**src/rtl/spi_target_core.sv**
```systemverilog
// ---------------------------------------------------------------------------
// spi_target_core: SPI target (modes 0-3) with FWFT RX/TX FIFOs, sticky errors
// Revision: 1.0
// ---------------------------------------------------------------------------
`default_nettype none

module spi_target_fifo #(
  parameter int W     = 8,
  parameter int DEPTH = 4
) (
  input  logic                   clk,
  input  logic                   rst,
  input  logic                   push,
  input  logic [W-1:0]           push_data,
  input  logic                   pop,
  output logic [W-1:0]           head,
  output logic [$clog2(DEPTH):0] level
);
  localparam int c_aw = $clog2(DEPTH);
  localparam logic [c_aw:0] c_depth = (c_aw+1)'(DEPTH);

  logic [W-1:0]    r_mem [DEPTH];
  logic [c_aw-1:0] r_wr_ptr;
  logic [c_aw-1:0] r_rd_ptr;
  logic [c_aw:0]   r_level;
  logic            w_empty;
  logic            w_full;
  logic            w_wr_en;
  logic            w_rd_en;

  assign w_empty = (r_level == '0);
  assign w_full  = (r_level == c_depth);
  assign w_rd_en = pop & ~w_empty;
  // A pop frees the slot a full-FIFO push needs in the same cycle.
  assign w_wr_en = push & (~w_full | w_rd_en);

  always_ff @(posedge clk) begin
    if (w_wr_en) begin
      r_mem[r_wr_ptr] <= push_data;
    end
  end

  always_ff @(posedge clk) begin
    if (rst) begin
      r_wr_ptr <= '0;
      r_rd_ptr <= '0;
      r_level  <= '0;
    end else begin
      if (w_wr_en) begin
        r_wr_ptr <= r_wr_ptr + c_aw'(1);
      end
      if (w_rd_en) begin
        r_rd_ptr <= r_rd_ptr + c_aw'(1);
      end
      if (w_wr_en && !w_rd_en) begin
        r_level <= r_level + (c_aw+1)'(1);
      end else if (!w_wr_en && w_rd_en) begin
        r_level <= r_level - (c_aw+1)'(1);
      end
    end
  end

  assign head  = r_mem[r_rd_ptr];
  assign level = r_level;
endmodule

module spi_target_core #(
  parameter int                DATA_W     = 8,
  parameter int                FIFO_DEPTH = 4,
  parameter logic [DATA_W-1:0] TX_IDLE    = '1
) (
  input  logic                          sys_clk,
  input  logic                          sys_rst,
  input  logic                          sclk_i,
  input  logic                          mosi_i,
  input  logic                          ss_n_i,
  output logic                          miso_o,
  output logic                          miso_oe_o,
  input  logic                          cpol_i,
  input  logic                          cpha_i,
  input  logic                          ie_i,
  output logic [DATA_W-1:0]             rx_data_o,
  output logic                          rx_valid_o,
  input  logic                          rx_ready_i,
  input  logic [DATA_W-1:0]             tx_data_i,
  input  logic                          tx_valid_i,
  output logic                          tx_ready_o,
  output logic [$clog2(FIFO_DEPTH):0]   rx_level_o,
  output logic [2:0]                    err_o,
  input  logic [2:0]                    err_clr_i,
  output logic                          irq_o
);
  localparam int c_cnt_w = $clog2(DATA_W);
  localparam int c_lvl_w = $clog2(FIFO_DEPTH) + 1;
  localparam logic [c_lvl_w-1:0] c_depth    = c_lvl_w'(FIFO_DEPTH);
  localparam logic [c_cnt_w-1:0] c_last_bit = c_cnt_w'(DATA_W - 1);
  localparam logic [0:0] c_st_idle   = 1'b0;
  localparam logic [0:0] c_st_active = 1'b1;

  logic [1:0]         r_sclk_sync;
  logic [1:0]         r_mosi_sync;
  logic [1:0]         r_ss_sync;
  logic [1:0]         r_sync_vld;
  logic               r_sclk_d;
  logic               r_ss_d;
  logic               r_armed;
  logic [0:0]         r_state;
  logic               r_cpol;
  logic               r_cpha;
  logic               r_skip_shift;
  logic [c_cnt_w-1:0] r_cnt;
  logic [DATA_W-2:0]  r_rx_sr;
  logic [DATA_W-1:0]  r_tx_sr;
  logic [2:0]         r_err;
  logic               r_irq;

  logic               w_sclk;
  logic               w_mosi;
  logic               w_ss;
  logic               w_rise;
  logic               w_fall;
  logic               w_lead;
  logic               w_trail;
  logic               w_frame_start;
  logic               w_frame_end;
  logic               w_active;
  logic               w_sample;
  logic               w_shift;
  logic               w_word_done;
  logic               w_tx_load;
  logic [DATA_W-1:0]  w_rx_word;
  logic [DATA_W-1:0]  w_tx_head;
  logic [DATA_W-1:0]  w_load_word;
  logic [c_lvl_w-1:0] w_rx_level;
  logic [c_lvl_w-1:0] w_tx_level;
  logic               w_tx_empty;
  logic               w_rx_full;
  logic               w_rx_pop;
  logic [2:0]         w_err_set;

  assign w_sclk = r_sclk_sync[1];
  assign w_mosi = r_mosi_sync[1];
  assign w_ss   = r_ss_sync[1];

  // r_armed requires a genuine high ss_n sample after reset before any frame.
  always_ff @(posedge sys_clk) begin
    if (sys_rst) begin
      r_sclk_sync <= 2'b00;
      r_mosi_sync <= 2'b00;
      r_ss_sync   <= 2'b11;
      r_sync_vld  <= 2'b00;
      r_sclk_d    <= 1'b0;
      r_ss_d      <= 1'b1;
      r_armed     <= 1'b0;
    end else begin
      r_sclk_sync <= {r_sclk_sync[0], sclk_i};
      r_mosi_sync <= {r_mosi_sync[0], mosi_i};
      r_ss_sync   <= {r_ss_sync[0], ss_n_i};
      r_sync_vld  <= {r_sync_vld[0], 1'b1};
      r_sclk_d    <= w_sclk;
      r_ss_d      <= w_ss;
      if (r_sync_vld[1] && w_ss) begin
        r_armed <= 1'b1;
      end
    end
  end

  assign w_rise        = w_sclk & ~r_sclk_d;
  assign w_fall        = ~w_sclk & r_sclk_d;
  assign w_lead        = r_cpol ? w_fall : w_rise;
  assign w_trail       = r_cpol ? w_rise : w_fall;
  assign w_frame_start = (r_state == c_st_idle) & r_armed & r_ss_d & ~w_ss;
  assign w_frame_end   = (r_state == c_st_active) & ~r_ss_d & w_ss;
  assign w_active      = (r_state == c_st_active) & ~w_frame_end;
  assign w_sample      = w_active & (r_cpha ? w_trail : w_lead);
  assign w_shift       = w_active & (r_cpha ? w_lead : w_trail);
  assign w_word_done   = w_sample & (r_cnt == c_last_bit);
  assign w_rx_word     = {r_rx_sr, w_mosi};
  assign w_tx_load     = w_frame_start | w_word_done;
  assign w_tx_empty    = (w_tx_level == '0);
  assign w_load_word   = w_tx_empty ? TX_IDLE : w_tx_head;

  // The shift edge right after any word load keeps the MSB in place: for
  // CPHA=0 it is the tail of the finished word, for CPHA=1 the new word's lead.
  always_ff @(posedge sys_clk) begin
    if (sys_rst) begin
      r_state      <= c_st_idle;
      r_cpol       <= 1'b0;
      r_cpha       <= 1'b0;
      r_skip_shift <= 1'b0;
      r_cnt        <= '0;
      r_rx_sr      <= '0;
      r_tx_sr      <= '0;
    end else if (w_frame_start) begin
      r_state      <= c_st_active;
      r_cpol       <= cpol_i;
      r_cpha       <= cpha_i;
      r_skip_shift <= cpha_i;
      r_cnt        <= '0;
      r_rx_sr      <= '0;
      r_tx_sr      <= w_load_word;
    end else if (w_frame_end) begin
      r_state      <= c_st_idle;
      r_cnt        <= '0;
      r_tx_sr      <= '0;
    end else begin
      if (w_sample) begin
        r_rx_sr <= w_rx_word[DATA_W-2:0];
        r_cnt   <= w_word_done ? '0 : r_cnt + c_cnt_w'(1);
      end
      if (w_word_done) begin
        r_tx_sr      <= w_load_word;
        r_skip_shift <= 1'b1;
      end else if (w_shift) begin
        if (r_skip_shift) begin
          r_skip_shift <= 1'b0;
        end else begin
          r_tx_sr <= {r_tx_sr[DATA_W-2:0], 1'b0};
        end
      end
    end
  end

  spi_target_fifo #(
    .W     (DATA_W),
    .DEPTH (FIFO_DEPTH)
  ) u_rx_fifo (
    .clk       (sys_clk),
    .rst       (sys_rst),
    .push      (w_word_done),
    .push_data (w_rx_word),
    .pop       (w_rx_pop),
    .head      (rx_data_o),
    .level     (w_rx_level)
  );

  spi_target_fifo #(
    .W     (DATA_W),
    .DEPTH (FIFO_DEPTH)
  ) u_tx_fifo (
    .clk       (sys_clk),
    .rst       (sys_rst),
    .push      (tx_valid_i & tx_ready_o),
    .push_data (tx_data_i),
    .pop       (w_tx_load),
    .head      (w_tx_head),
    .level     (w_tx_level)
  );

  assign rx_valid_o = (w_rx_level != '0);
  assign rx_level_o = w_rx_level;
  assign tx_ready_o = (w_tx_level != c_depth);
  assign w_rx_full  = (w_rx_level == c_depth);
  assign w_rx_pop   = rx_valid_o & rx_ready_i;

  assign w_err_set = {w_frame_end & (r_cnt != '0),
                      w_tx_load & w_tx_empty,
                      w_word_done & w_rx_full & ~w_rx_pop};

  always_ff @(posedge sys_clk) begin
    if (sys_rst) begin
      r_err <= 3'b000;
      r_irq <= 1'b0;
    end else begin
      r_err <= (r_err & ~err_clr_i) | w_err_set;
      r_irq <= ie_i & (rx_valid_o | (|r_err));
    end
  end

  assign err_o     = r_err;
  assign irq_o     = r_irq;
  assign miso_oe_o = (r_state == c_st_active);
  assign miso_o    = (r_state == c_st_active) & r_tx_sr[DATA_W-1];
endmodule

`default_nettype wire

```
**config.mk**
```make
export PLATFORM = sky130hd
export DESIGN_NAME = spi_target_core
export DESIGN_NICKNAME = d
export VERILOG_FILES = /design/src/rtl/spi_target_core.sv
export SDC_FILE = /design/constraint.sdc
export NUM_CORES = 1
export LEC_CHECK = 0
export BUFFER_PORTS_ARGS = -buffer_cell sky130_fd_sc_hd__buf_2
export CAP_MARGIN = 40
export CELL_PAD_IN_SITES_DETAIL_PLACEMENT = 1
export CELL_PAD_IN_SITES_GLOBAL_PLACEMENT = 1
export CORE_ASPECT_RATIO = 2
export CORE_UTILIZATION = 49
export DETAILED_ROUTE_END_ITERATION = 10
export MAX_ROUTING_LAYER = met4
export PLACE_DENSITY_LB_ADDON = 0.1
export SLEW_MARGIN = 20
export SYNTH_ARGS = -nofsm -noshare
export SYNTH_HDL_FRONTEND = slang
export SYNTH_SLANG_ARGS = --single-unit
```
**constraint.sdc**
```tcl
create_clock -name sys_clk -period 5.9 [get_ports sys_clk]
set_clock_uncertainty 0.15 [all_clocks]
set_input_delay 0.295 -clock sys_clk [delete_from_list [all_inputs] [get_ports sys_clk]]
set_output_delay 0.295 -clock sys_clk [all_outputs]
set_load 0.01 [all_outputs]
```
==> results of run 1 <==
cell type report:
cell class,count,share of cell area [%]
repair buffers,56,6.275
well taps,104,2.266
clock inverters,15,2.462
flip-flops and latches,119,52.64
inverters,12,0.7843
multi-input cells,195,28.17
clock buffers,17,7.407
repair_timing:
item,in CTS,in global routing
hold buffers,16,0
endpoints found under the hold margin,40,0
endpoints found under the setup margin,0,0
per-layer routing:
| layer | part of all wire [%] | track usage [%] | vias to the layer above | wire, um |
|---|---|---|---|---|
| met5 | 0 | - | - | 0 |
| met4 | 2.8 | 12.18 | 0 | 266 |
| met3 | 1.9 | 4.190 | 20 | 181 |
| met2 | 61 | 41.76 | 44 | 5793 |
| met1 | 34 | 19.05 | 1409 | 3273 |
| li1 | - | - | 1362 | - |
through the flow:
step / instance area, um^2 / total power [W] / std cells
final: 5743 / 0.002030 / 518
after global placement: 5011 / 0.001050 / 469
after detailed placement: 5016 / 0.001059 / 470
after global routing: 5743 / 0.002099 / 518
after CTS: 5743 / 0.002050 / 518
after floorplan: 4758 / 0.001018 / 342
synth_stat cells, drive strengths merged, types with 2 or more instances:
cell type   n  area share (%)
or2        11             1.4
and2        8             1.1
mux4       16             7.6
nand3       3            0.32
dfxtp      55              23
xnor2       3            0.71
ha         13             3.4
nor2b       6            0.79
buf         7            0.81
nand4       2            0.26
nand2b      9             1.2
nor2       28             2.2
a21oi      17             1.8
mux2i      20             4.5
fa          2            0.84
inv        12            0.95
or3         5            0.66
nand2      17             1.3
xor2        6             1.1
o21ai       6            0.63
and3        5            0.66
clkbuf      9            0.71
o221ai      7             1.3
edfxtp     64              40
cells by family (layout without fill, tap and decap cells):
family,count (synthesis),in the layout,share of synthesized area [%]
mux,36,36,12.04
buf+inv,28,100,2.471
xor+xnor,9,9,1.815
compound gates,35,35,4.970
flops,119,119,63.53
fa+ha+maj,15,15,4.260
simple gates,100,100,10.91
cells in the final DEF, fill, tap and decap left out, drive strengths merged, types with 5 or more instances in the layout:
master,n
and3,5
or2,11
edfxtp,64
mux2i,20
a21oi,17
o21ai,6
dfxtp,55
dlygate4sd3,16
buf,40
nor2b,6
or3,5
nor2,28
nand2,17
ha,13
and2,8
clkbuf,17
inv,18
o221ai,7
mux4,16
xor2,6
nand2b,9
flip-flops by register name (all words and copies together), names as in the netlist, 3 cells and up, named ones only:
name	count
u_rx_fifo.r_mem	32
u_tx_fifo.r_mem	32
r_tx_sr	8
r_rx_sr	7
err_o	3
r_cnt	3
u_rx_fifo.level	3
u_tx_fifo.level	3
final timing paths:
check                                     endpoint  slack [ns]  depth (start not counted)
worst max-delay path            u_rx_fifo.level[2]        2.91                          9
worst min-delay path                      err_o[1]        0.03                          3
worst max register to register  u_rx_fifo.level[2]        2.91                          9
worst min register to register        r_ss_sync[1]        0.27                          1
worst max-delay path: cells and delay by family (launching register included):
kind / cells / cell delay, ns
AOI/OAI and AO/OA: 1 / 0.15
and+or+nand+nor: 2 / 0.73
xor gates and xnor gates: 2 / 0.46
DFF: 1 / 0.33
buffers and inverters: 1 / 0.06
adders and majority gates: 2 / 0.62
muxes: 1 / 0.40
power groups by stage:
stage / Combinational (W) / Clock (W) / Sequential, W
detailed placement: 0.000122 / 0 / 0.000937
finish: 0.000130 / 0.000981 / 0.000919
global route: 0.000146 / 0.00103 / 0.000923
global placement: 0.000116 / 0 / 0.000934
floorplan: 0.0000867 / 0 / 0.000931
CTS: 0.000133 / 0.000998 / 0.000919
==> results.toml, run 1 <==
[status]
status = "finished, final reports clean"

[worst_setup_path]
worstSetupStartpointType = "flop"
crit_slowest_cell = "and4b_1"
crit_fanout = 8
worstSetupPathType = "flop to flop"
worstSetupStartpoint = "r_cpha"
crit_arrival_ns = 3.18
slowest_delay_ns = 0.41
required_ns = 6.09
critPathCaptureType = "flop"
worstPathCellList = "xnor2_2 -> mux2i_4 -> and4b_1 -> ha_1 -> inv_1 -> fa_1 -> xor2_1 -> or3_1 -> a21oi_1"
r2r_start = "r_cpha"

[floorplan]
die_h_um = 141.4
design.die.area_mm2 = 0.01013
initial_utilization_pct = 50.71
core_area_mm2 = 0.009384
die_x_um = 71.68
io_pins = 40
rows = 50

[timing]
period_share_pct = 50.70
worstMarginPinSlew_ns = 0.6667
setup_tns_ns = 0
hold_viol = 0
fin_crit_ns = 2.992
rsz0062_at_grt = "no"
holdWs_ns = 0.03085
slew-limit-headroom_pct = 55.55
setup_viol = 0
finalMaxSlewViolations = 0
fin_ws_ns = 2.908
fmax_mhz = 334.3

[final_layout]
num_antenna_cells = 0
multi_input_area_mm2 = 0.001618
final_nets = 437
drive_gt1_share_pct = 24.40
n_fill_cell = 894
area_growth_pct = 20.69
seqCellArea_mm2 = 0.003023
final_core_util_pct = 61.20

[clocking]
clock-sinks = 119
cts_resized = 0
post_cts_buffers = 0
cts.htree.levels = 4
numCtsBuffers = 17
cts_tree = "done"
cts_root_buf = "clkbuf_16"
clock_path_buffers = 2
path_clk_slew_ns = 0.06
clock_latency_ns = 0.41

[pwr]
power.internal_w = 0.001549
p_sw_share_pct = 23.71
p_comb_share_pct = 6.4
peakVddDrop_v = 0.0003521
leakagePower_nw = 2.173
seqPwrFrac_pct = 45.3
power_switching_w = 0.0004813
clkPwrFrac_pct = 48.3
power_density_mw_per_mm2 = 353.5

[synthesis]
syn_area_mm2 = 0.004758
synth.net_count = 378
synth_edf_count = 64
synthFlopType = "edfxtp_1"
yosys_warnings = 0
async_flop_share_pct = 0
netlist_instances = 342
yosysUniqueCellTypes = 40
ys_ff_latch = 119
yosysSeqAreaShare_pct = 63.53
syn_avg_cell_area_um2 = 13.91

[placed_design]
port-buffer-count = 39
hpwl_um = 6584
gp_congestion = 0.7686
post-place-ws_ns = 2.946

[global_route]
grt_overflow = 0
antenna_found_initial = 0
grt_max_degree = 35
grt.total_usage_pct = 21.85
grt_pass1_wl_um = 15520
grt_pass1_vias = 3126

[flow_run]
maxCapViolations = 0

[routing]
ant_nets = 0
viasPerCell = 5.473
drtIter0Drc = 106
drc = 0
wl_per_cell_um = 18.37
wirelength_um = 9514
drt-pass1-iter-count = 4
num_vias = 2835

[hold_path]
worstHoldPathType = "primary input to flop"
hp-start = "err_clr_i[1]"
Note: power is estimated with default switching activity, not from simulation.
==> inputs of run 2 (changes only) <==
Settings changed: ABC_AREA set to 1, CORE_UTILIZATION 49 to 46.
Clock period 5.9 ns to 2.9 ns, I/O delays scaled along.
==> run 2 against run 1 <==
- first-iteration DRC count is 7.5% lower
- synthesized area is 0.84% higher
- clock power is 120% higher
- largest power group unchanged
- largest cell class unchanged
- flip-flop and latch count stayed put
- sequential share of layout area is 2.7 points lower
- highest routed layer unchanged
==> results.toml, run 2 <==
[timing]
fmax_mhz = 391.3
setup_tns_ns = 0
finalMaxSlewViolations = 0
worstMarginPinSlew_ns = 0.7884
hold_viol = 0
rsz0062_at_grt = "no"
setup_viol = 0
fin_crit_ns = 2.555
slew-limit-headroom_pct = 47.25
period_share_pct = 88.11

[clocking]
path_clk_slew_ns = 0.05
post_cts_buffers = 0
clock_latency_ns = 0.41
numCtsBuffers = 17
cts_tree = "done"
clock-sinks = 119
clock_path_buffers = 2
cts_resized = 0
cts_root_buf = "clkbuf_16"
cts.htree.levels = 4

[routing]
viasPerCell = 5.058
drtIter0Drc = 98
wirelength_um = 11270
ant_nets = 0
drt-pass1-iter-count = 4
drc = 0
wl_per_cell_um = 15.96
num_vias = 3571

[synthesis]
synthTopCellsByCount = "nor2_1 (72), edfxtp_1 (64), dfxtp_1 (55)"
synthFlopType = "edfxtp_1"
yosys_warnings = 0
syn_avg_cell_area_um2 = 10.06
synth_most_common_cell = "nor2_1"
async_flop_share_pct = 0
synthMuxAreaShare_pct = 0
synth_edf_count = 64
synth_compound_area_share_pct = 12.26
synth.net_count = 513
synth_top_area_share_pct = 40.05
yosysSeqAreaShare_pct = 63.00
synth_top_family_by_area = "simple AND/OR/NAND/NOR gates"
synth_top_area_cell = "edfxtp_1"
netlist_instances = 477
synthSimpleGateAreaFrac_pct = 14.39
synth-xor-area-share_pct = 0
syn_area_mm2 = 0.004798
synth_fa_ha_area_share_pct = 4.224
yosysUniqueCellTypes = 33
ys_ff_latch = 119
synthTopCellsByArea = "edfxtp_1 (40%), dfxtp_1 (23%), nor2_1 (5.6%)"

[global_route]
grt_pass1_wl_um = 17960
grt_max_degree = 26
grt.total_usage_pct = 23.37
grt_pass1_vias = 3877
antenna_found_initial = 0
grt_overflow = 0

[placed_design]
port-buffer-count = 39
hpwl_um = 7960
gp_congestion = 0.7219

[final_layout]
reg_top3 = "u_rx_fifo.r_mem (32), u_tx_fifo.r_mem (32), r_tx_sr (8)"
drive_gt1_share_pct = 16.81
layout_commonest_cell = "nor2_1"
final_nets = 594
area_growth_pct = 26.05
num_antenna_cells = 0
multi_input_area_mm2 = 0.001481
n_fill_cell = 1127
mostFrequentLayoutCells = "nor2_1 (72), edfxtp_1 (64), dfxtp_1 (55)"
seqCellArea_mm2 = 0.003023

[pwr]
leakagePower_nw = 2.456
power_switching_w = 0.001133
p_comb_share_pct = 11.1
fin_total_pwr_w = 0.004546
peakVddDrop_v = 0.0006189
seqPwrFrac_pct = 41.8
clkPwrFrac_pct = 47.1
power_density_mw_per_mm2 = 751.6
power.internal_w = 0.003413
p_sw_share_pct = 24.92

[floorplan]
rows = 52
die_h_um = 146.4
design.die.area_mm2 = 0.01087
die_x_um = 74.22
initial_utilization_pct = 47.28
io_pins = 40
core_area_mm2 = 0.01015

[worst_setup_path]
crit_fanout = 5
worstSetupPathType = "flop to flop"
worstPathCellList = "ha_1 -> ha_1 -> nand4_2 -> nor2_4 -> ha_1 -> inv_1 -> fa_1 -> a21oi_1 -> o21ai_0 -> o21ai_0 -> a21oi_1"
path_buf_inv = 1
critPathCaptureType = "flop"
crit_slowest_cell = "fa_1"
crit_arrival_ns = 2.70
slowest_delay_ns = 0.39
cpMostUsedCell = "ha_1"
crit_family = "adder cells"
worstSetupStartpointType = "flop"
required_ns = 3.05

[status]
status = "finished, final reports clean"

[flow_run]
maxCapViolations = 0

[hold_path]
worstHoldPathType = "primary input to flop"
-- run 2: cell families (layout without fill, tap and decap cells) --
family | Yosys count | count (layout)
AND/OR/NAND/NOR | 162 | 162
flip-flops | 119 | 119
AO/OA/AOI/OAI | 107 | 107
buffers and inverters | 74 | 168
adder cells (fa/ha/maj) | 15 | 15
-- run 2: path summary, 6_finish.rpt --
kind                start               endpoint  slack [ns]  cells after the start
min reg2reg  r_ss_sync[0]           r_ss_sync[1]        0.26                      1
max reg2reg      r_cnt[0]     u_rx_fifo.level[2]        0.34                     11
max              r_cnt[0]     u_rx_fifo.level[2]        0.34                     11
min            tx_valid_i  u_tx_fifo.r_wr_ptr[0]        0.05                      3
-- run 2: layout make-up --
| class | instances | share of cell area (%) |
|---|---|---|
| Clock buffer | 18 | 7.261 |
| Clock inverter | 14 | 2.875 |
| Inverter | 61 | 3.786 |
| Multi-Input combinational cell | 284 | 24.49 |
| Sequential cell | 119 | 49.98 |
| Tap cell | 135 | 2.793 |
| Timing Repair Buffer | 75 | 8.813 |
-- run 2: metrics by stage --
step	instances	hold WS [ns]	area (um^2)	worst slack [ns]	utilization (%)
floorplan	477	0.09387	4798	0.5552	-
global placement	649	0.1774	5180	0.5379	51.04
detailed placement	649	0.1847	5180	0.3548	51.04
CTS	705	0.05213	6033	0.3396	59.44
global route	706	0.09910	6048	0.1995	59.59
finish	706	0.05094	6048	0.3447	59.59
-- run 2: worst min-delay path: cells and delay by family --
kind | cells | cell delay [ns]
and+or+nand+nor | 1 | 0.22
AOI/OAI and AO/OA | 1 | 0.11
buffers and inverters | 1 | 0.09
-- run 2: per-layer routing --
| metal | routed length, um | GRT usage, % |
|---|---|---|
| met1 | 3524 | 16.96 |
| met3 | 259 | 6.073 |
| met4 | 282 | 9.528 |
| met2 | 7202 | 47.82 |
| met5 | 0 | - |
-- run 2: power groups by stage --
| stage | Sequential (W) | Clock, W | Combinational, W |
|---|---|---|---|
| after floorplan | 0.00193 | 0 | 0.000284 |
| after global placement | 0.00193 | 0 | 0.000453 |
| after detailed placement | 0.00193 | 0 | 0.000480 |
| after CTS | 0.00190 | 0.00217 | 0.000508 |
| after global routing | 0.00191 | 0.00225 | 0.000567 |
| final | 0.00190 | 0.00214 | 0.000506 |
-- run 2: repair_timing --
| item | in CTS | in global routing |
|---|---|---|
| hold endpoints to repair | 53 | 0 |
| setup endpoints to repair | 0 | 0 |
| hold buffers | 24 | 0 |
